## config.mk

```make
export PLATFORM = sky130hd
export DESIGN_NAME = oam_dma_ctrl_flat
export DESIGN_NICKNAME = d
export VERILOG_FILES = /design/src/rtl/gb_dma_pkg.sv /design/src/rtl/oam_dma_ctrl_if.sv /design/src/rtl/oam_dma_ctrl.sv /design/src/flat_wrapper.sv
export SDC_FILE = /design/constraint.sdc
export NUM_CORES = 1
export LEC_CHECK = 0
export CAP_MARGIN = 10
export CORE_MARGIN = 2
export CORE_UTILIZATION = 39
export CTS_CLUSTER_DIAMETER = 80
export DETAILED_ROUTE_END_ITERATION = 8
export DONT_BUFFER_PORTS = 1
export SETUP_SLACK_MARGIN = 0.3
export SLEW_MARGIN = 20
export SYNTH_ARGS = -nofsm -noshare
export SYNTH_HDL_FRONTEND = slang
export SYNTH_SLANG_ARGS = --single-unit
```

## constraint.sdc

```tcl
create_clock -name clk -period 2.5 [get_ports clk]
set_clock_uncertainty 0.15 [all_clocks]
set_input_delay 0.25 -clock clk [delete_from_list [all_inputs] [get_ports clk]]
set_output_delay 0.25 -clock clk [all_outputs]
set_load 0.02 [all_outputs]
```

## src/rtl/gb_dma_pkg.sv

```systemverilog
// Shared types and constants for the Game Boy OAM DMA controller.
// The optional echo-page remap is selected with OAM_DMA_ECHO_MAP_EN.
package gb_dma_pkg;

    typedef enum logic [1:0] {
        IDLE,
        START,
        ACTIVE
    } dma_state_e;

    localparam logic [15:0] DMA_REG_ADDR = 16'hFF46;
    localparam logic [15:0] HRAM_LO      = 16'hFF80;
    localparam logic [15:0] HRAM_HI      = 16'hFFFE;

    localparam int unsigned OAM_LEN_DEFAULT   = 160;
    localparam int unsigned BYTE_CLKS_DEFAULT = 4;

    // Pages $E0..$FF alias work RAM, so the copy is sourced from $C0..$DF.
    function automatic logic [7:0] echo_map(input logic [7:0] page);
        return (page >= 8'hE0) ? (page - 8'h20) : page;
    endfunction

endpackage

```

## src/rtl/oam_dma_ctrl_if.sv

```systemverilog
// CPU register port, source-read port and OAM write port of the OAM DMA controller.
// master is the controller side, slave is the surrounding system side.
interface oam_dma_ctrl_if;

    logic        cpu_sel;
    logic        cpu_wr;
    logic [7:0]  cpu_di;
    logic [7:0]  cpu_do;
    logic        dma_active;
    logic        dma_rd;
    logic [15:0] dma_addr;
    logic [7:0]  dma_data;
    logic        oam_wr;
    logic [7:0]  oam_addr;
    logic [7:0]  oam_data;

    modport master (
        input  cpu_sel, cpu_wr, cpu_di, dma_data,
        output cpu_do, dma_active, dma_rd, dma_addr, oam_wr, oam_addr, oam_data
    );

    modport slave (
        output cpu_sel, cpu_wr, cpu_di, dma_data,
        input  cpu_do, dma_active, dma_rd, dma_addr, oam_wr, oam_addr, oam_data
    );

endinterface

```

## src/rtl/oam_dma_ctrl.sv

```systemverilog
// OAM DMA controller: a write to $FF46 copies OAM_LEN bytes from page {value,8'h00} into OAM.
// Define OAM_DMA_ECHO_MAP_EN to remap source pages >= $E0 down by $20.
module oam_dma_ctrl
    import gb_dma_pkg::*;
#(
    parameter int unsigned BYTE_CLKS = BYTE_CLKS_DEFAULT,
    parameter int unsigned OAM_LEN   = OAM_LEN_DEFAULT
) (
    input  logic             clk,
    input  logic             reset,
    oam_dma_ctrl_if.master   bus
);

    localparam int unsigned PW = (BYTE_CLKS > 1) ? $clog2(BYTE_CLKS) : 1;
    localparam logic [PW-1:0] PH_ZERO = '0;
    localparam logic [PW-1:0] PH_ONE  = PW'(1);
    localparam logic [PW-1:0] PH_LAST = PW'(BYTE_CLKS - 1);
    localparam logic [7:0]    IDX_LAST = 8'(OAM_LEN - 1);

    dma_state_e    state_q, state_d;
    logic [PW-1:0] phase_q, phase_d;
    logic [7:0]    idx_q, idx_d;
    logic [7:0]    page_q, page_d;
    logic [7:0]    cpu_do_q, cpu_do_d;
    logic          wr_q;
    logic          start;
    logic [7:0]    src_page;

    logic          active_q, active_d;
    logic          rd_q, rd_d;
    logic [15:0]   addr_q, addr_d;
    logic          oam_wr_q, oam_wr_d;
    logic [7:0]    oam_addr_q, oam_addr_d;

`ifdef OAM_DMA_ECHO_MAP_EN
    assign src_page = echo_map(bus.cpu_di);
`else
    assign src_page = bus.cpu_di;
`endif

    // A held write strobe starts only one transfer.
    assign start = bus.cpu_sel && bus.cpu_wr && !wr_q;

    always_comb begin
        state_d  = state_q;
        phase_d  = phase_q;
        idx_d    = idx_q;
        page_d   = page_q;
        cpu_do_d = cpu_do_q;

        unique case (state_q)
            IDLE: begin
                phase_d = PH_ZERO;
                idx_d   = 8'h00;
            end
            START: begin
                if (phase_q == PH_LAST) begin
                    state_d = ACTIVE;
                    phase_d = PH_ZERO;
                end else begin
                    phase_d = phase_q + PW'(1);
                end
            end
            ACTIVE: begin
                if (phase_q == PH_ONE && idx_q == IDX_LAST) begin
                    state_d = IDLE;
                    phase_d = PH_ZERO;
                    idx_d   = 8'h00;
                end else if (phase_q == PH_LAST) begin
                    phase_d = PH_ZERO;
                    idx_d   = idx_q + 8'd1;
                end else begin
                    phase_d = phase_q + PW'(1);
                end
            end
            default: begin
                state_d = IDLE;
                phase_d = PH_ZERO;
                idx_d   = 8'h00;
            end
        endcase

        // Start or restart overrides the sequencing above from any state.
        if (start) begin
            state_d  = START;
            phase_d  = PH_ZERO;
            idx_d    = 8'h00;
            page_d   = src_page;
            cpu_do_d = bus.cpu_di;
        end

        // Outputs are decoded from the next state so they appear registered.
        active_d   = (state_d != IDLE);
        rd_d       = (state_d == ACTIVE) && (phase_d == PH_ZERO);
        oam_wr_d   = (state_d == ACTIVE) && (phase_d == PH_ONE);
        addr_d     = rd_d ? {page_d, idx_d} : addr_q;
        oam_addr_d = oam_wr_d ? idx_d : oam_addr_q;
    end

    always_ff @(posedge clk) begin
        if (reset) begin
            state_q    <= IDLE;
            phase_q    <= PH_ZERO;
            idx_q      <= 8'h00;
            page_q     <= 8'h00;
            cpu_do_q   <= 8'hFF;
            wr_q       <= 1'b0;
            active_q   <= 1'b0;
            rd_q       <= 1'b0;
            addr_q     <= 16'h0000;
            oam_wr_q   <= 1'b0;
            oam_addr_q <= 8'h00;
        end else begin
            state_q    <= state_d;
            phase_q    <= phase_d;
            idx_q      <= idx_d;
            page_q     <= page_d;
            cpu_do_q   <= cpu_do_d;
            wr_q       <= bus.cpu_sel && bus.cpu_wr;
            active_q   <= active_d;
            rd_q       <= rd_d;
            addr_q     <= addr_d;
            oam_wr_q   <= oam_wr_d;
            oam_addr_q <= oam_addr_d;
        end
    end

    assign bus.cpu_do     = cpu_do_q;
    assign bus.dma_active = active_q;
    assign bus.dma_rd     = rd_q;
    assign bus.dma_addr   = addr_q;
    assign bus.oam_wr     = oam_wr_q;
    assign bus.oam_addr   = oam_addr_q;
    // Source RAM data lands in the oam_wr clock, so it is passed straight through.
    assign bus.oam_data   = oam_wr_q ? bus.dma_data : 8'h00;

endmodule

```

## src/flat_wrapper.sv

```systemverilog
// flat-port wrapper written by rule: the top's interface ports become plain ports
module oam_dma_ctrl_flat import gb_dma_pkg::*;
#(
    parameter int unsigned BYTE_CLKS = BYTE_CLKS_DEFAULT,
    parameter int unsigned OAM_LEN   = OAM_LEN_DEFAULT
)
  (clk, reset, bus_cpu_sel, bus_cpu_wr, bus_cpu_di, bus_dma_data, bus_cpu_do, bus_dma_active, bus_dma_rd, bus_dma_addr, bus_oam_wr, bus_oam_addr, bus_oam_data);
  oam_dma_ctrl_if bus_i ();
  input  logic clk;
  input  logic reset;
  input wire logic [$bits(bus_i.cpu_sel)-1:0] bus_cpu_sel;
  input wire logic [$bits(bus_i.cpu_wr)-1:0] bus_cpu_wr;
  input wire logic [$bits(bus_i.cpu_di)-1:0] bus_cpu_di;
  input wire logic [$bits(bus_i.dma_data)-1:0] bus_dma_data;
  output wire logic [$bits(bus_i.cpu_do)-1:0] bus_cpu_do;
  output wire logic [$bits(bus_i.dma_active)-1:0] bus_dma_active;
  output wire logic [$bits(bus_i.dma_rd)-1:0] bus_dma_rd;
  output wire logic [$bits(bus_i.dma_addr)-1:0] bus_dma_addr;
  output wire logic [$bits(bus_i.oam_wr)-1:0] bus_oam_wr;
  output wire logic [$bits(bus_i.oam_addr)-1:0] bus_oam_addr;
  output wire logic [$bits(bus_i.oam_data)-1:0] bus_oam_data;
  assign bus_i.cpu_sel = bus_cpu_sel;
  assign bus_i.cpu_wr = bus_cpu_wr;
  assign bus_i.cpu_di = bus_cpu_di;
  assign bus_i.dma_data = bus_dma_data;
  assign bus_cpu_do = bus_i.cpu_do;
  assign bus_dma_active = bus_i.dma_active;
  assign bus_dma_rd = bus_i.dma_rd;
  assign bus_dma_addr = bus_i.dma_addr;
  assign bus_oam_wr = bus_i.oam_wr;
  assign bus_oam_addr = bus_i.oam_addr;
  assign bus_oam_data = bus_i.oam_data;
  oam_dma_ctrl #(.BYTE_CLKS(BYTE_CLKS), .OAM_LEN(OAM_LEN)) u_core (.clk(clk), .reset(reset), .bus(bus_i));
endmodule
```

==> results.json, run 1 <==
{
  "whs_ps": 42.8,
  "firstDrtPassIters": 4,
  "grt_max_degree": 49,
  "synth_edf_count": 0,
  "cts_max_path_buffers": 2,
  "yosys-top-cells-area": "dfxtp_1 47%, mux2i_1 6.8%, nand2_1 5.9%",
  "chipHeight_um": 81.9,
  "drt_wl_total_um": 5130,
  "final-setup-viol-count": 0,
  "status": "completed",
  "worstRegToRegCells": 7,
  "port_buffers": 0,
  "cap_violations": 0,
  "start_kind": "flip-flop",
  "place_area_mm2": 0.00245,
  "tns_ps": 0,
  "grt_remaining_overflow": 0,
  "fillCellCount": 568,
  "cp_cell_sequence": "ha_4 > nand4b_1 > o41a_4 > a211o_1 > o2111ai_4 > clkbuf_16 > mux2_4",
  "ant_nets": 0,
  "syn-num-nets": 278,
  "clock.fmax_mhz": 446,
  "io_pins": 63,
  "async_flop_share_pct": 0,
  "grtUsageTotal_pct": 15.8,
  "htreeDepth": 2,
  "period_share_pct": 89.8,
  "grt_pass1_vias": 1708,
  "slew_violations": 0,
  "antenna_found_initial": 0,
  "hold_path_end": "u_core.bus.dma_addr[10]$_SDFFE_PP0P_",
  "placementRows": 28,
  "synth_seq_cells": 56,
  "stdcell_area_mm2": 0.00293,
  "wl_per_cell_um": 14.5,
  "max_slew_margin_pct": 65.8,
  "yosys_warnings": 0,
  "worstPathMaxFanout": 6,
  "areaGrowthSynthToFinish_pct": 23.8,
  "crit-reg2reg-launch": "u_core.idx_q[1]$_SDFF_PP0_",
  "vias_per_cell": 5.18,
  "via_count": 1834,
  "drc_errors": 0,
  "antennaDiodeCount": 0,
  "yosysMostFrequentCell": "dfxtp_1",
  "drive_gt1_share_pct": 22.6,
  "leakage_nw": 1.20,
  "drtIter0Drc": 128,
  "syn_area_mm2": 0.00237,
  "initial_core_util_pct": 40.2,
  "syn_avg_cell_area_um2": 9.43,
  "place.gp.congestion": 0.789,
  "finalNetCount": 305,
  "hold_viol_final": 0,
  "core_mm2": 0.00589,
  "crit_path_end_kind": "flip-flop",
  "synth_top_area_cell": "dfxtp_1",
  "grt_first_pass_wirelength_um": 8200,
  "netlist_top_cells_count": "56 x dfxtp_1, 37 x nand2_1, 24 x nor2_1, 20 x a21oi_1",
  "clockRootBuffer": "clkbuf_8",
  "worstSetupPathType": "reg2reg",
  "synth_ff_type": "dfxtp_1",
  "place.detailed.hpwl_um": 3090,
  "clkSinkCount": 56,
  "dieArea_mm2": 0.00671,
  "hold_start": "reset",
  "hold_depth": 2,
  "tightest_slew_ps": 509,
  "clk-insertion-delay-late_ps": 310,
  "netlist.area_leader.share_pct": 47.4,
  "syn-instance-count": 251,
  "critPathArrivalTime_ps": 2300,
  "die_x_um": 81.9,
  "cts.clk_slew.worst_paths_ps": 100,
  "yosysUniqueCellTypes": 39,
  "crit_slowest_cell": "o41a_4",
  "cts_buffers": 5,
  "ir_worst_vdd_mv": 0.347,
  "rsz0062_at_grt": "true",
  "critPathMaxStageDelay_ps": 420,
  "timing.rr.end": "u_core.bus.dma_addr[10]$_SDFFE_PP0P_",
  "report.power.total_mw": 1.51,
  "powerDensity_mw_per_mm2": 516,
  "ys_seq_area_share_pct": 47.4,
  "regToRegSetupSlack_ps": 260,
  "hold_class": "in2reg",
  "cts_tree": "yes",
  "layout_min_cycle_time_ps": 2240,
  "required_ps": 2560
}
[power breakdown]
part,internal [mW],switching [mW],total [mW]
combinational,0.0415,0.0514,0.0929
clock,0.196,0.294,0.490
sequential,0.906,0.0223,0.928
[layer usage]
layer	track usage [%]	vias up	share of wire [%]
li1	-	912	-
met1	20.5	870	47
met2	25.5	47	47
met3	4.18	5	5.3
met4	5.17	0	0.96
met5	0	-	0
[through the flow]
step | setup WS [ps] | cells | util [%]
final | 256 | 354 | 49.8
after global routing | 173 | 354 | 49.8
after CTS | 255 | 351 | 48.2
after detailed placement | -13.9 | 320 | 41.7
after global placement | 17.4 | 320 | 41.7
after floorplan | 274 | 251 | -
[placed cells by master, fill, tap and decap left out, types with 4 or more instances in the layout]
cell type / Yosys / final
mux2_4: 1 / 8
a21oi_1: 20 / 18
mux2i_1: 16 / 15
dfxtp_1: 56 / 50
nand3b_1: 7 / 7
nor2_1: 24 / 24
nor2b_1: 16 / 16
dfxtp_4: 0 / 4
buf_6: 0 / 4
inv_1: 5 / 4
nand2_1: 37 / 37
buf_4: 1 / 15
clkbuf_8: 0 / 5
a31oi_1: 6 / 5
and2_1: 8 / 8
dlygate4sd3_1: 0 / 10
[layout make-up]
cell class,count,area (um^2),area share [%]
Timing Repair Buffer,32,323,11.0
Inverter,5,18.8,0.641
Sequential cell,56,1140,38.9
Multi-Input combinational cell,178,1270,43.3
Clock buffer,5,68.8,2.35
Clock inverter,3,18.8,0.641
Tap cell,75,93.8,3.20
[cell families (layout without fill, tap and decap cells)]
family          after synthesis  in the layout  synth area share, %
simple gates                108            108                 22.6
flops                        56             56                 47.4
compound gates               39             39                 12.2
mux                          24             24                 10.7
buf+inv                      17             45                 3.38
fa+ha+maj                     7              7                 3.70
[worst max path at each step]
stage / from / endpoint / slack [ps] / cells past startpoint
after floorplan: u_core.idx_q[0]$_SDFF_PP0_ / u_core.bus.dma_addr[15]$_SDFFE_PP0P_ / 270 / 7
after global placement: u_core.phase_q[0]$_SDFF_PP0_ / u_core.bus.dma_addr[15]$_SDFFE_PP0P_ / 20 / 6
after detailed placement: u_core.phase_q[0]$_SDFF_PP0_ / u_core.bus.dma_addr[15]$_SDFFE_PP0P_ / -10 / 6
after CTS: u_core.phase_q[1]$_SDFF_PP0_ / u_core.bus.dma_addr[8]$_SDFFE_PP0P_ / 260 / 8
after global routing: u_core.phase_q[1]$_SDFF_PP0_ / u_core.bus.dma_addr[15]$_SDFFE_PP0P_ / 170 / 8
final: u_core.idx_q[1]$_SDFF_PP0_ / u_core.bus.dma_addr[10]$_SDFFE_PP0P_ / 260 / 7
[worst max-delay path: cells and delay by family (launching register included)]
kind | cells | cell delay [ps]
AO/OA/AOI/OAI | 3 | 860
adder cells (fa/ha/maj) | 1 | 140
buffers and inverters | 1 | 220
flip-flops | 1 | 370
multiplexers | 1 | 290
AND/OR/NAND/NOR | 1 | 110
[sequential cells by signal, summed over array words and instances (netlist names)]
signal                 flops
u_core.bus.dma_addr       16
u_core.bus.cpu_do          8
u_core.bus.oam_addr        8
u_core.idx_q               8
u_core.page_q              8
u_core.phase_q             2
u_core.state_q             2
u_core.bus.dma_active      1
u_core.bus.dma_rd          1
u_core.bus.oam_wr          1
u_core.wr_q                1
[what timing repair did]
| item | CTS | global route |
|---|---|---|
| endpoints found under the setup margin | 26 | 27 |
| buffers inserted | 11 | 2 |
| pin swaps | 1 | 5 |
| hold endpoints to repair | 48 | 0 |
| hold buffers | 11 | 0 |
| gates resized for setup | 16 | 22 |
| gates cloned | 1 | 1 |
(Power assumes the default switching activity.)
==> run 2: changes to the inputs <==
--- a/config.mk
+++ b/config.mk
@@ -6,11 +6,13 @@
 export NUM_CORES = 1
 export LEC_CHECK = 0
 export CAP_MARGIN = 10
+export CORE_ASPECT_RATIO = 2
 export CORE_MARGIN = 2
-export CORE_UTILIZATION = 39
+export CORE_UTILIZATION = 50
 export CTS_CLUSTER_DIAMETER = 80
 export DETAILED_ROUTE_END_ITERATION = 8
 export DONT_BUFFER_PORTS = 1
+export GPL_TIMING_DRIVEN = 0
 export SETUP_SLACK_MARGIN = 0.3
 export SLEW_MARGIN = 20
 export SYNTH_ARGS = -nofsm -noshare
==> run 2 against run 1 <==
  * Clock power rose by 26%
  * Fmax is 2.1% lower
  * First-iteration DRC count decreased by 78%
  * Critical path depth grew 2
  * Sequential share of layout area is 0.15 points higher
  * Final area down 0.60%
  * Critical path type unchanged
  * Largest power group unchanged
  * Highest routed layer unchanged
==> results.json, run 2 (synthesis results as in run 1) <==
{
  "core_mm2": 0.00460,
  "powerDensity_mw_per_mm2": 564,
  "clkSinkCount": 56,
  "hold_path_end": "u_core.bus.cpu_do[6]$_SDFFE_PP1P_",
  "leakage_nw": 1.19,
  "worstRegToRegCells": 9,
  "status": "completed",
  "firstDrtPassIters": 4,
  "required_ps": 2560,
  "placementRows": 35,
  "seq_power_share_pct": 56.6,
  "hold_class": "in2reg",
  "worstSetupPathType": "reg2reg",
  "clockRootBuffer": "clkbuf_8",
  "cts_tree": "yes",
  "slew_violations": 0,
  "areaGrowthSynthToFinish_pct": 23.1,
  "dieArea_mm2": 0.00533,
  "fillCellCount": 400,
  "vias_per_cell": 5.57,
  "period_share_pct": 91.7,
  "hold_depth": 4,
  "stdcell_area_mm2": 0.00291,
  "largest_reg_flops": 16,
  "cap_violations": 0,
  "crit-reg2reg-launch": "u_core.phase_q[1]$_SDFF_PP0_",
  "drtIter0Drc": 28,
  "grt_first_pass_wirelength_um": 9030,
  "clock.fmax_mhz": 436,
  "grt_max_degree": 19,
  "place_area_mm2": 0.00244,
  "critPathArrivalTime_ps": 2350,
  "clockPowerShare_pct": 37.7,
  "antennaDiodeCount": 0,
  "place.detailed.hpwl_um": 3890,
  "clk-insertion-delay-late_ps": 320,
  "final_common_cell": "dfxtp_1",
  "hold_start": "bus_cpu_wr",
  "tightest_slew_ps": 773,
  "drive_gt1_share_pct": 21.6,
  "ir_worst_vdd_mv": 0.463,
  "crit_path_end_kind": "flip-flop",
  "initial_core_util_pct": 51.5,
  "grt_remaining_overflow": 0,
  "via_count": 1882,
  "grt_pass1_vias": 1865,
  "mostFrequentLayoutCells": "48 x dfxtp_1, 36 x nand2_1, 24 x nor2_1, 19 x a21oi_1",
  "die_x_um": 52.6,
  "cts_max_path_buffers": 2,
  "fin_util_pct": 63.3,
  "layout_min_cycle_time_ps": 2290,
  "timing.rr.end": "u_core.bus.dma_addr[14]$_SDFFE_PP0P_",
  "htreeDepth": 2,
  "regToRegSetupSlack_ps": 210,
  "tns_ps": 0,
  "switchingPower_uw": 396,
  "drc_errors": 0,
  "cts.clk_slew.worst_paths_ps": 110,
  "place.gp.congestion": 0.760,
  "worstPathMaxFanout": 6,
  "report.power.total_mw": 1.64,
  "grtUsageTotal_pct": 23.2,
  "finalNetCount": 309,
  "swShare_pct": 24.1,
  "final-setup-viol-count": 0,
  "combPwrFrac_pct": 5.7,
  "ant_nets": 0,
  "antenna_found_initial": 0,
  "rsz0062_at_grt": "true",
  "start_kind": "flip-flop",
  "max_slew_margin_pct": 48.3,
  "cts_buffers": 5,
  "io_pins": 63,
  "hold_viol_final": 0,
  "wl_per_cell_um": 17.0,
  "drt_wl_total_um": 5740,
  "chipHeight_um": 101,
  "p_int_mw": 1.25,
  "port_buffers": 0
}
[run 2: cell count changes in the layout (fill, tap and decap cells not counted), moves of 4 or more]
cell      delta
mux2_2       +6
mux2_4       -6
dfxtp_2      +4
clkbuf_1     +6
buf_6        -4
[run 2: what timing repair did]
item | 4_1_cts | 5_1_grt
resized for setup | 27 | 8
hold buffers | 9 | 0
cloned | 2 | 0
endpoints found under the hold margin | 17 | 0
endpoints found under the setup margin | 32 | 29
buffers inserted | 11 | 2
pin swaps | 2 | 3
[run 2: stage by stage]
stage / worst slack (ps) / hold slack, ps / std cells
2_1_floorplan: 274 / 217 / 251
6_report: 207 / 231 / 338
5_1_grt: 146 / 267 / 338
4_1_cts: 208 / 233 / 336
3_5_place_dp: -20.4 / 233 / 306
3_3_place_gp: 4.41 / 229 / 306
[run 2: how the worst max path moves through the flow]
| stage | cells past startpoint | start | slack (ps) | to |
|---|---|---|---|---|
| floorplan | 7 | u_core.idx_q[0]$_SDFF_PP0_ | 270 | u_core.bus.dma_addr[15]$_SDFFE_PP0P_ |
| global placement | 7 | u_core.state_q[0]$_SDFF_PP0_ | 4 | u_core.bus.dma_addr[15]$_SDFFE_PP0P_ |
| detailed placement | 7 | u_core.state_q[0]$_SDFF_PP0_ | -20 | u_core.bus.dma_addr[15]$_SDFFE_PP0P_ |
| CTS | 8 | u_core.idx_q[1]$_SDFF_PP0_ | 210 | u_core.bus.dma_addr[14]$_SDFFE_PP0P_ |
| global route | 8 | u_core.idx_q[1]$_SDFF_PP0_ | 150 | u_core.bus.dma_addr[14]$_SDFFE_PP0P_ |
| finish | 9 | u_core.phase_q[1]$_SDFF_PP0_ | 210 | u_core.bus.dma_addr[14]$_SDFFE_PP0P_ |
[run 2: routing by layer]
layer | GRT usage [%] | up-vias | share of wire [%]
met5 | 0 | - | 0
met4 | 10.5 | 0 | 2.0
met3 | 4.57 | 8 | 3.5
met2 | 43.7 | 55 | 59
met1 | 23.3 | 904 | 35
li1 | - | 915 | -
[run 2: worst max-delay path: stages (launching register included)]
cell and delay, ps:
dfxtp_2 340, inv_2 60, ha_4 120, nand4b_1 100, o41a_4 420, a211o_1 290
o2111ai_4 110, buf_12 160, buf_4 110, mux2_2 320
[run 2: final cells by class]
cell class,instances,area (um^2),share of cell area [%]
Multi-Input combinational cell,178,1270,43.5
Sequential cell,56,1140,39.0
Timing Repair Buffer,24,235,8.08
Buffer,12,71.3,2.45
Clock buffer,5,68.8,2.36
Tap cell,55,68.8,2.36
Clock inverter,3,46.3,1.59
Inverter,5,18.8,0.645
[run 2: power groups by stage]
stage,Combinational (mW),Clock [mW],Sequential [mW]
2_1_floorplan,0.0534,0,0.950
6_report,0.0930,0.619,0.930
5_1_grt,0.103,0.664,0.932
3_5_place_dp,0.0725,0,0.952
3_3_place_gp,0.0718,0,0.952
4_1_cts,0.0889,0.634,0.930
